`src/rtl/abc_pkg.sv`:
```
// rtl/abc_pkg.sv - shared types and constants for the abc sweeper
package abc_pkg;

    typedef enum logic [1:0] {
        IDLE,
        SETTLE,
        SAMPLE,
        DONE
    } sweep_state_t;

    localparam logic [7:0] ABC_GOLDEN = 8'hE2;
    localparam int         NUM_CODES  = 8;

endpackage

```
`src/rtl/abc.sv`:
```
// rtl/abc.sv - the abc combinational block, y = a&b | ~b&c
module abc (
    input  logic a,
    input  logic b,
    input  logic c,
    output logic y
);

    assign y = (a & b) | (~b & c);

endmodule

```
`src/rtl/abc_sweeper.sv`:
```
// rtl/abc_sweeper.sv - walks abc through all input codes and scores its truth table
module abc_sweeper
    import abc_pkg::*;
#(
    parameter int         SETTLE_CYCLES = 2,
    parameter logic [7:0] EXPECTED      = ABC_GOLDEN
) (
    input  logic       clk,
    input  logic       reset,
    input  logic       start,
    output logic       busy,
    output logic       done,
    output logic       a,
    output logic       b,
    output logic       c,
    output logic [7:0] truth_table,
    output logic [3:0] errors,
    output logic       pass
);

    if (SETTLE_CYCLES < 1 || SETTLE_CYCLES > 15) begin : g_bad_settle
        $error("abc_sweeper: SETTLE_CYCLES must be within 1..15");
    end

    localparam logic [3:0] SETTLE_LAST = 4'(SETTLE_CYCLES - 1);
    localparam logic [2:0] LAST_INDEX  = 3'(NUM_CODES - 1);

    sweep_state_t state_q, state_d;
    logic [2:0]   index_q, index_d;
    logic [3:0]   count_q, count_d;
    logic [7:0]   tt_q, tt_d;
    logic [3:0]   err_q, err_d;
    logic         pass_q, pass_d;
    logic         y;

    // The stimulus is the index itself: it is 0 after reset and parks at 7
    // after a sweep, which is exactly the required IDLE/DONE hold behaviour.
    assign {a, b, c} = index_q;

    abc u_abc (
        .a (a),
        .b (b),
        .c (c),
        .y (y)
    );

    always_ff @(posedge clk) begin
        if (reset) begin
            state_q <= IDLE;
            index_q <= '0;
            count_q <= '0;
            tt_q    <= '0;
            err_q   <= '0;
            pass_q  <= 1'b0;
        end else begin
            state_q <= state_d;
            index_q <= index_d;
            count_q <= count_d;
            tt_q    <= tt_d;
            err_q   <= err_d;
            pass_q  <= pass_d;
        end
    end

    always_comb begin
        state_d = state_q;
        index_d = index_q;
        count_d = count_q;
        tt_d    = tt_q;
        err_d   = err_q;
        pass_d  = pass_q;
        unique case (state_q)
            IDLE: begin
                if (start) begin
                    tt_d    = '0;
                    err_d   = '0;
                    pass_d  = 1'b0;
                    index_d = '0;
                    count_d = '0;
                    state_d = SETTLE;
                end
            end
            SETTLE: begin
                count_d = count_q + 4'd1;
                if (count_q == SETTLE_LAST) begin
                    state_d = SAMPLE;
                end
            end
            SAMPLE: begin
                tt_d[index_q] = y;
                if (y != EXPECTED[index_q]) begin
                    err_d = err_q + 4'd1;
                end
                if (index_q == LAST_INDEX) begin
                    state_d = DONE;
                end else begin
                    index_d = index_q + 3'd1;
                    count_d = '0;
                    state_d = SETTLE;
                end
            end
            DONE: begin
                pass_d  = (err_q == 4'd0);
                state_d = IDLE;
            end
            default: state_d = IDLE;
        endcase
    end

    assign busy        = (state_q == SETTLE) || (state_q == SAMPLE);
    assign done        = (state_q == DONE);
    assign truth_table = tt_q;
    assign errors      = err_q;
    assign pass        = pass_q;

endmodule

```
`config.mk`:
```
export PLATFORM = sky130hd
export DESIGN_NAME = abc_sweeper
export DESIGN_NICKNAME = d
export VERILOG_FILES = /design/src/rtl/abc_pkg.sv /design/src/rtl/abc.sv /design/src/rtl/abc_sweeper.sv
export SDC_FILE = /design/constraint.sdc
export NUM_CORES = 1
export LEC_CHECK = 0
export ABC_AREA = 1
export CORE_UTILIZATION = 45
export CTS_CLUSTER_DIAMETER = 80
export DETAILED_ROUTE_END_ITERATION = 10
export PLACE_DENSITY = 0.68
export RECOVER_POWER = 25
export SYNTH_ARGS = -nofsm -noshare
export SYNTH_HDL_FRONTEND = slang
export SYNTH_HIERARCHICAL = 1
export SYNTH_SLANG_ARGS = --single-unit
```
`constraint.sdc`:
```
create_clock -name clk -period 2 [get_ports clk]
set_clock_uncertainty 0.2 [all_clocks]
set_input_delay 0.4 -clock clk [delete_from_list [all_inputs] [get_ports clk]]
set_output_delay 0.4 -clock clk [all_outputs]
set_load 0.005 [all_outputs]
```
==> out/metrics.cfg, run 1 <==
[run_status]
status = finished, violations left
violations = DRC

[setup_path]
critPathSlowestCell = dfxtp_1
crit_path_end_kind = output pin
worstSetupPathType = flip-flop to output pin
cp_top_family = buffers and inverters
cp.required_ps = 1400
worst_setup_path_start_kind = flip-flop
worstReg2RegStart = state_q[1]$_SDFFE_PP0P_
critPathLaunch = state_q[1]$_SDFFE_PP0P_
slowest_delay_ps = 360
cp_num_buf_inv = 3
crit_chain = buf_4 -> inv_4 -> ha_1 -> clkdlybuf4s15_1
path_max_fanout = 5
worstPathArrival_ps = 1320

[sta]
drv_slew = 0
post-route-min-period_ps = 1924
worst_slew_pin_slew_ps = 368.9
rsz0062_at_grt = false
worst_slack_ps = 75.51
fin_tns_setup_ps = 0
hold_viol = 0
fin_crit_sh = 0.9622
setup_viol = 0
max_slew_margin = 0.7541
timing.fmax_ghz = 0.5196

[clock_network]
cts_tree = built
cts-root-buf = clkbuf_4
cts_inserted_buffers = 3
cts.sinks = 23
clock_path_buffers = 2
clkTransAtPathRegs_ps = 130
hold_buffers = 0
cts.htree.levels = 1
insertion_delay_ps = 310

[placement]
dp_cells = 271
dp_slack_ps = 61.96
gp_congestion = 0.8311
dp_hpwl_mm = 2.390
port_buffers = 20

[grt]
grt_pass1_vias = 1341
gr-total-overflow = 0
grt_pass1_wl_mm = 5.492
grt_start_max_net_pins = 14
grt_usage = 0.2127
antenna_found_initial = 0

[detailed_routing]
drtAntennaViolNets = 0
drtIter0Drc = 44
dr.pass1.iters = 7
dr_total_vias = 1387
vias_per_cell = 5.007
wirelength_mm = 3.141
drc_errors = 2
detail_route.wl_per_cell_um = 11.34

[finish]
final_cell_mix = nand2_1, inv_1, nand3_1, dfxtp_1
areaGrowthSynthToFinish_pct = 22.88
final_common_cell = nand2_1
layout.cells.non_filler = 277
drive_gt1_frac = 0.1138
antennaDiodeCount = 0
nets = 262
fillers = 296

[synth]
synth_seq_cells = 23
yosysTopAreaCell = dfxtp_1
syn_area_per_cell_um2 = 6.482
netlist_area_um2 = 1400
yosysTopAreaCellShare = 0.3289
ys_warn_count = 6
yosysSeqAreaShare = 0.3289
synthSimpleGateAreaFrac = 0.3709
yosys.area_share.xor_xnor = 0
synthAdderAreaFrac = 0.1072
synth_cells = 216
synth_cell_type_count = 23
synth_area_leaders = dfxtp_1, nand2_1, ha_1
syn_nets = 231
synth_mux_area_frac = 0
synth_top_family_by_area = simple AND/OR/NAND/NOR gates
synth_compound_area_frac = 0.08937

[pwr]
power_leakage_nw = 0.8177
swShare = 0.4413
power_mw = 1.766
p_per_area_nw_per_um2 = 1027
ir_worst_vdd_v = 0.0006514
clkPwrFrac = 0.125
power_frac_seq = 0.337
p_comb_frac = 0.538
p_switching_mw = 0.7795
internal_power_mw = 0.9867

[job]
max_cap_viol_count = 0

[floorplan]
start_util = 0.4908
die_width_um = 57.78
io_pins = 21
num_rows = 19
core_area_um2 = 2853
die_area_um2 = 3339
die_y_um = 57.78

[hold_path]
worstHoldPathType = flip-flop to flip-flop
hold_start = truth_table[1]$_SDFFE_PP0P_

cell usage after synthesis (all sizes together):
cell and number:
nand2 77, inv 35, dfxtp 23, nand3 22, nor2 18, a21oi 15
ha 12, o21ai 7, buf 2, clkbuf 1, nand3b 1, nand4 1
o211ai 1, or2 1
sequential cells by signal, indices dropped and copies added (netlist names), named ones only:
signal	flops
pass	1
count_q	4
errors	4
index_q	3
truth_table	8
state_q	2
cells by family (layout without fill, tap and decap cells):
kind of cell | count (synthesis) | after routing
and+or+nand+nor | 120 | 120
buffers and inverters | 38 | 68
adders and majority gates | 12 | 12
AOI/OAI and AO/OA | 23 | 23
DFF | 23 | 23
stage by stage:
step,hold WS (ps),util,area (um^2)
final,262.7,0.6031,1720
after global routing,286.9,0.6031,1720
after CTS,270.0,0.6039,1723
after detailed placement,250.4,0.5882,1678
after global placement,243.5,0.5882,1678
after floorplan,249.2,-,1400
power groups by stage:
| stage | registers (mW) | clock network [mW] | logic [mW] |
|---|---|---|---|
| floorplan | 0.622 | 0 | 0.622 |
| global route | 0.608 | 0.244 | 1.09 |
| detailed placement | 0.610 | 0 | 0.937 |
| global placement | 0.604 | 0 | 0.909 |
| CTS | 0.594 | 0.226 | 0.962 |
| finish | 0.596 | 0.221 | 0.950 |
repair_timing:
action / 4_1_cts / 5_1_grt
gates cloned: 0 / 0
pin swaps: 1 / 0
endpoints found under the setup margin: 2 / 3
buffers inserted: 2 / 0
gates resized for setup: 6 / 4
area by class of cell:
class	instances	area, um^2	area share
Tap cell	31	38.79	0.02255
Clock inverter	1	5.005	0.002909
Sequential cell	23	464.2	0.2698
Inverter	35	133.9	0.07782
Clock buffer	3	22.52	0.01309
Timing Repair Buffer	29	266.5	0.1549
Multi-Input combinational cell	155	789.5	0.4589
worst paths after layout:
path                            endpoint  slack (ps)  cells past startpoint
max                                 busy          80                      4
max reg2reg      count_q[2]$_SDFFE_PP0P_         130                      7
min reg2reg  truth_table[1]$_SDFFE_PP0P_         260                      2
min          truth_table[1]$_SDFFE_PP0P_         260                      2
worst min-delay path: stages, from the launching register on:
cell and delay (ps):
dfxtp_1 330, nand2_1 60, a21oi_1 50
per-layer routing:
metal / global-route usage / routed length [um]
met5: 0 / 0
met4: 0.09184 / 39
met3: 0.03571 / 91
met2: 0.3854 / 1589
met1: 0.2465 / 1421
Note: power is estimated with default switching activity, not from simulation.
==> run 2: changes to the inputs <==
--- a/config.mk
+++ b/config.mk
@@ -11,6 +11,7 @@
 export DETAILED_ROUTE_END_ITERATION = 10
 export PLACE_DENSITY = 0.68
 export RECOVER_POWER = 25
+export SKIP_CTS_REPAIR_TIMING = 1
 export SYNTH_ARGS = -nofsm -noshare
 export SYNTH_HDL_FRONTEND = slang
 export SYNTH_HIERARCHICAL = 1
==> run 2 against run 1 <==
Effect of this change: largest cell class unchanged; critical path depth is 2 lower; the flow still finishes with violations (DRC); register-to-register slack better by 20 ps; combinational power is 4.2% lower; non-clock buffer count is 2 lower; count of clock-buffer cells in the layout stayed put; utilization is 0.39 points lower; clock power hardly changed; final area is 0.65% lower; hold slack hardly changed; routed wire length is 2.1% lower.
==> out/metrics.cfg, run 2 (same netlist as run 1, synthesis figures left out) <==
[finish]
nets = 260
areaGrowthSynthToFinish_pct = 22.07
fin_util = 0.5991
largest_register_ffs = 8
final_cell_mix = nand2_1, inv_1, nand3_1, dfxtp_1
antennaDiodeCount = 0
drive_gt1_frac = 0.09836
final_common_cell = nand2_1

[setup_path]
slowest_delay_ps = 500
cp_num_cells = 2
critPathSlowestCell = clkdlybuf4s50_1
cp_top_family = buffers and inverters
path_max_fanout = 8
crit_chain = buf_4 -> clkdlybuf4s50_1
crit_path_end_kind = output pin
worstPathArrival_ps = 1320
worstSetupPathType = flip-flop to output pin
cp_num_buf_inv = 2
cp.required_ps = 1400
worst_setup_path_start_kind = flip-flop
r2r_cells = 6

[detailed_routing]
dr.pass1.iters = 7
detail_route.wl_per_cell_um = 11.19
drc_errors = 2
vias_per_cell = 5.004
wirelength_mm = 3.076
drtAntennaViolNets = 0
drtIter0Drc = 48
dr_total_vias = 1376

[grt]
grt_usage = 0.2094
gr-total-overflow = 0
grt_pass1_wl_mm = 5.416
antenna_found_initial = 0
grt_start_max_net_pins = 14
grt_pass1_vias = 1323

[pwr]
p_per_area_nw_per_um2 = 1016
power_leakage_nw = 0.8347
ir_worst_vdd_v = 0.0006409

[clock_network]
cts.sinks = 23
cts_tree = built
clock_path_buffers = 2
insertion_delay_ps = 310
cts.htree.levels = 1
cts-root-buf = clkbuf_4
clkTransAtPathRegs_ps = 130
cts_inserted_buffers = 3

[sta]
hold_viol = 0
worst_hold_slack_ps = 262.6
fin_crit_sh = 0.9611
max_slew_margin = 0.7543
worst_slew_pin_slew_ps = 368.5
setup_viol = 0
rsz0062_at_grt = false
timing.fmax_ghz = 0.5203
post-route-min-period_ps = 1922
drv_slew = 0
worst_slack_ps = 77.89

[placement]
port_buffers = 20
gp_congestion = 0.8311
dp_slack_ps = 61.96
dp_hpwl_mm = 2.390

[floorplan]
io_pins = 21
die_y_um = 57.78
core_area_um2 = 2853
die_area_um2 = 3339
die_width_um = 57.78
start_util = 0.4908
num_rows = 19

[job]
max_cap_viol_count = 0

[run_status]
status = finished, violations left
violations = DRC

[hold_path]
hold_depth = 2
worstHoldPathType = flip-flop to flip-flop

==> run 2: per-stage QoR <==
stage	std cells	setup TNS, ps	total power [mW]	cell area, um^2
2_1_floorplan	216	0	1.244	1400
3_3_place_gp	271	0	1.513	1678
3_5_place_dp	271	0	1.546	1678
4_1_cts	275	-381.1	1.767	1705
5_1_grt	275	0	1.913	1709
6_report	275	0	1.737	1709
==> run 2: path summary, 6_finish.rpt <==
check / start / endpoint / slack, ps
max reg2reg: state_q[0]$_SDFFE_PP0P_ / count_q[2]$_SDFFE_PP0P_ / 150
max: index_q[0]$_SDFFE_PP0N_ / c / 80
min: truth_table[1]$_SDFFE_PP0P_ / truth_table[1]$_SDFFE_PP0P_ / 260
min reg2reg: truth_table[1]$_SDFFE_PP0P_ / truth_table[1]$_SDFFE_PP0P_ / 260
==> run 2: routing by layer <==
layer / routed length [um] / GRT usage / share of wire / vias to the layer above
met5: 0 / 0 / 0 / -
met4: 38 / 0.09184 / 0.012 / 0
met3: 93 / 0.03571 / 0.030 / 6
met2: 1546 / 0.3738 / 0.50 / 24
met1: 1397 / 0.2465 / 0.45 / 619
li1: - / - / - / 727
==> run 2: power by group <==
part	internal (mW)	switching (mW)
clock network	0.0748	0.145
registers	0.537	0.0702
logic	0.361	0.550
==> run 2: cell type report <==
type	instances	area (um^2)
clock buffers	3	22.52
clock inverters	1	5.005
fillers	293	1144
inverters	35	131.4
multi-input cells	155	787.0
flip-flops and latches	23	466.7
well taps	31	38.79
repair buffers	27	257.7
==> run 2: worst reg2reg max path: cells and delay by family, from the launching register on <==
kind            cells  cell delay (ps)
compound gates      1              290
buf+inv             1               90
simple gates        3              490
flops               1              390
fa+ha+maj           1              280
==> run 3: changes to the inputs <==
--- a/config.mk
+++ b/config.mk
@@ -6,6 +6,7 @@
 export NUM_CORES = 1
 export LEC_CHECK = 0
 export ABC_AREA = 1
+export CORE_ASPECT_RATIO = 0.5
 export CORE_UTILIZATION = 45
 export CTS_CLUSTER_DIAMETER = 80
 export DETAILED_ROUTE_END_ITERATION = 10
==> run 3 against run 2 <==
Effect of this change: the run now ends clean; hold slack got worse by 4.1 ps; utilization increased by 3.3 points; die area increased by 0.40%; combinational power increased by 0.9%; total power increased by 4.8%; routed wire length decreased by 5.6%; sequential power about the same; critical path depth unchanged; critical path type unchanged; largest cell class unchanged; largest power group unchanged.
==> out/metrics.cfg, run 3 (same netlist as run 1, synthesis figures left out) <==
[grt]
grt_pass1_wl_mm = 4.767
grt_usage = 0.1816
grt_start_max_net_pins = 14
gr-total-overflow = 0
antenna_found_initial = 0
grt_pass1_vias = 1099

[placement]
place_area_um2 = 1685
gp_congestion = 0.8272
port_buffers = 20
dp_hpwl_mm = 2.230

[finish]
stdcell_area_um2 = 1747
final_cell_mix = nand2_1, inv_1, nand3_1, dfxtp_1
final_common_cell = nand2_1
antennaDiodeCount = 0
nets = 261
drive_gt1_frac = 0.1102
largest_register_ffs = 8
areaGrowthSynthToFinish_pct = 24.75
fillers = 277

[clock_network]
cts.sinks = 23
cts.htree.levels = 1
cts_inserted_buffers = 3
cts-root-buf = clkbuf_8
cts_tree = built
insertion_delay_ps = 270
clock_path_buffers = 2
clkTransAtPathRegs_ps = 90

[sta]
worst_slew_pin_slew_ps = 346.5
worst_hold_slack_ps = 258.4
drv_slew = 0
post-route-min-period_ps = 1946
setup_viol = 0
fin_crit_sh = 0.9729
timing.fmax_ghz = 0.5139
hold_viol = 0
rsz0062_at_grt = false
max_slew_margin = 0.7689

[setup_path]
path_max_fanout = 5
cp.required_ps = 1400
worstPathArrival_ps = 1350
worstSetupPathType = flip-flop to output pin
slowest_delay_ps = 500
ff2ff_setup_slack_ps = 220
crit_path_end_kind = output pin
critPathSlowestCell = clkdlybuf4s50_1
crit_chain = ha_2 -> clkdlybuf4s50_1
worst_setup_path_start_kind = flip-flop

[detailed_routing]
detail_route.wl_per_cell_um = 10.29
drc_errors = 0
dr.pass1.iters = 4
dr_total_vias = 1345
drtAntennaViolNets = 0
vias_per_cell = 4.770
wirelength_mm = 2.903
drtIter0Drc = 41

[hold_path]
worstHoldPathType = flip-flop to flip-flop

[floorplan]
die_width_um = 80.89
io_pins = 21
die_y_um = 41.44
num_rows = 13
core_area_um2 = 2765
start_util = 0.5063
die_area_um2 = 3352

[job]
max_cap_viol_count = 0

[run_status]
status = finished, final reports clean

[pwr]
p_per_area_nw_per_um2 = 1043
ir_worst_vdd_v = 0.0005617
power_leakage_nw = 0.8307
power_mw = 1.821

[run 3: worst max-delay path, delay by kind of cell (launching register included)]
kind	cells	cell delay (ps)
buffers and inverters	1	500
DFF	1	380
adders and majority gates	1	200
[run 3: layout make-up]
class / count / area, um^2 / area share
clock buffers: 3 / 41.29 / 0.02364
clock inverters: 1 / 5.005 / 0.002865
inverters: 35 / 131.4 / 0.07521
multi-input cells: 155 / 792.0 / 0.4534
flip-flops and latches: 23 / 467.9 / 0.2679
well taps: 37 / 46.29 / 0.02650
repair buffers: 28 / 262.8 / 0.1504
[run 3: final timing paths]
kind,end,depth (start not counted),start
min reg2reg,truth_table[1]$_SDFFE_PP0P_,2,truth_table[1]$_SDFFE_PP0P_
min,truth_table[1]$_SDFFE_PP0P_,2,truth_table[1]$_SDFFE_PP0P_
max reg2reg,count_q[2]$_SDFFE_PP0P_,6,state_q[0]$_SDFFE_PP0P_
max,done,2,state_q[0]$_SDFFE_PP0P_
[run 3: metrics by stage]
stage / utilization / cells / TNS [ps] / setup WS [ps]
detailed placement: 0.6095 / 277 / 0 / 100.3
finish: 0.6317 / 282 / 0 / 54.15
global route: 0.6317 / 282 / 0 / 1.469
global placement: 0.6095 / 277 / 0 / 144.0
floorplan: - / 216 / 0 / 300.6
CTS: 0.6262 / 281 / -250.5 / -198.7
[run 3: power by group]
group / total (mW) / internal, mW / switching (mW)
Clock: 0.294 / 0.139 / 0.155
Combinational: 0.918 / 0.366 / 0.552
Sequential: 0.609 / 0.539 / 0.0705
[run 3: per-layer routing]
layer | part of all wire | GRT usage | vias up
li1 | - | - | 730
met1 | 0.51 | 0.2534 | 594
met2 | 0.44 | 0.2891 | 21
met3 | 0.047 | 0.05275 | 0
met4 | 0 | 0.01071 | 0
met5 | 0 | 0 | -
==> variant, RTL diff (config.mk and constraints of run 1) <==
Take the reset off `tt_q` and load it in a clocked block of its own.
--- a/src/rtl/abc_sweeper.sv
+++ b/src/rtl/abc_sweeper.sv
@@ -50,5 +50,4 @@
             index_q <= '0;
             count_q <= '0;
-            tt_q    <= '0;
             err_q   <= '0;
             pass_q  <= 1'b0;
@@ -57,8 +56,11 @@
             index_q <= index_d;
             count_q <= count_d;
-            tt_q    <= tt_d;
             err_q   <= err_d;
             pass_q  <= pass_d;
         end
+    end
+
+    always_ff @(posedge clk) begin
+        tt_q <= tt_d;
     end
 
Formal check against the unedited RTL: differs if reset is asserted again (counterexample within 10 cycles, from zero or initial values and one cycle with reset high); with reset held inactive, the same outputs for 10 cycles.
==> variant against run 1 <==
- non-clock buffer count down 2
- sequential cell count did not move
- synthesized area is 0.45% lower
- wire length shrank 14%
- sequential share of layout area rose by 5.3 points
- power is 8.6% higher
- sequential power increased by 22%
- final area fell by 2.1%
- global-route usage fell by 3.4 points
- worst setup slack better by 0.016 ns
==> variant: results (changes against run 1) <==
yosys:
  synth_fa_ha_area_frac: 0.09874  # -0.008495
  ys_seq_area_frac: 0.3878  # +0.05893
  synth_fp_nets: 202  # -13%
  synth_compound_area_frac: 0.1086  # +0.01925
  ys_top_cells_by_area: "dfxtp_1 22%, edfxtp_1 17%, nand2_1 12%, ha_1 9.9%, inv_1 8.6%"
  synth-xor-area-share: 0.006284  # +0.006284
  synth_edf_count: 8  # +8
  yosysWarningCount: 6  # unchanged
  synth_commonest_cells: "43 x nand2_1, 32 x inv_1, 15 x dfxtp_1, 15 x nand3_1, 14 x o21ai_0"
  ys_types: 25  # +8.7%
cts:
  cts_root_buf: "clkbuf_4"
routing:
  drt-total-wl_um: 2691  # -14%
  avgViaCountPerCell: 5.028  # +0.42%
  drt-initial-drc-count: 31  # -30%
worst_setup_path:
  cp_max_fo: 11  # +6
  crit_arrival_ns: 1.31
  slowest_delay_ns: 0.54  # +0.18 ns
  critical-path-slowest-cell: "clkdlybuf4s50_1"
cells_and_area:
  final_nets: 230  # -12%
  fillers: 273  # -7.8%
  drive_gt1_frac: 0.1023  # -0.01150
power_and_ir_drop:
  power_switching_w: 0.0007770  # -0.32%
  p_leak_nw: 0.7415  # -9.3%
  ir_drop_uv: 570.8  # -12%
grt:
  grt_use_total: 0.1783  # -0.03437
  grt_pass1_vias: 1131  # -16%
  grt_max_degree: 13  # -1
  grt_pass1_wl_um: 4629  # -16%
outcome:
  status: "finished clean"
min_path:
  hold_path_class: "reg -> reg"
place:
  hpwl_um: 2075  # -13%
  gp_congestion: 0.7727  # -7.0%
  portBuffers: 20  # unchanged
timing:
  slew_headroom: 0.7519  # -0.002140
[variant: cell types whose count changed after synthesis, sizes merged, moves of 3 or more]
cell,change
nor2,-3
edfxtp,+8
a21oi,-3
nand2,-32
o21ai,+8
dfxtp,-8
nand3,-6
[variant: power groups by stage]
stage | registers, W | logic [W] | clock network, W
6_report | 0.000727 | 0.000984 | 0.000206
5_1_grt | 0.000749 | 0.00111 | 0.000245
4_1_cts | 0.000726 | 0.000997 | 0.000224
3_5_place_dp | 0.000746 | 0.000973 | 0
3_3_place_gp | 0.000739 | 0.000955 | 0
2_1_floorplan | 0.000733 | 0.000634 | 0
[variant: layout make-up]
class / count / area, µm² / area share
Clock buffer: 4 / 26.28 / 0.01560
Timing Repair Buffer: 27 / 246.5 / 0.1464
Sequential cell: 23 / 544.3 / 0.3232
Tap cell: 31 / 38.79 / 0.02303
Inverter: 34 / 127.6 / 0.07578
Multi-Input combinational cell: 127 / 700.7 / 0.4160
[variant: metal layers]
metal | routed length (µm) | track usage | share of wire | vias up
met2 | 1312 | 0.3239 | 0.49 | 28
met1 | 1287 | 0.2107 | 0.48 | 545
met5 | 0 | 0 | 0 | -
met4 | 17 | 0.07143 | 0.0063 | 0
met3 | 75 | 0.02679 | 0.028 | 2
li1 | - | - | - | 662
[variant: metrics by stage]
| step | std cells | setup WS (ns) | util | area [µm²] | total power, W |
|---|---|---|---|---|---|
| 2_1_floorplan | 188 | 0.01045 | - | 1394 | 0.001367 |
| 3_3_place_gp | 240 | 0.09397 | 0.5776 | 1648 | 0.001694 |
| 6_report | 246 | 0.09177 | 0.5904 | 1684 | 0.001918 |
| 3_5_place_dp | 240 | 0.04150 | 0.5776 | 1648 | 0.001719 |
| 5_1_grt | 246 | 0.01241 | 0.5904 | 1684 | 0.002100 |
| 4_1_cts | 246 | 0.009648 | 0.5934 | 1693 | 0.001948 |
[variant: cell families after synthesis]
kind of cell | Yosys count
xor+xnor | 1
buf+inv | 38
compound gates | 29
simple gates | 86
fa+ha+maj | 11
flops | 23
[variant: path summary, 6_finish.rpt]
| path | slack, ns | start | to | cells after the start |
|---|---|---|---|---|
| hold / removal | 0.28 | pass$_SDFFE_PP0P_ | pass$_SDFFE_PP0P_ | 2 |
| setup reg to reg | 0.12 | state_q[1]$_SDFFE_PP0P_ | truth_table[6]$_SDFFCE_PN0P_ | 5 |
| setup / recovery | 0.09 | index_q[2]$_SDFFE_PP0N_ | a | 1 |
| hold reg to reg | 0.28 | pass$_SDFFE_PP0P_ | pass$_SDFFE_PP0P_ | 2 |
[variant: timing repair]
item,in CTS,in global routing
pin swaps,0,0
resized for setup,6,1
endpoints found under the setup margin,3,1
setup buffers,2,0
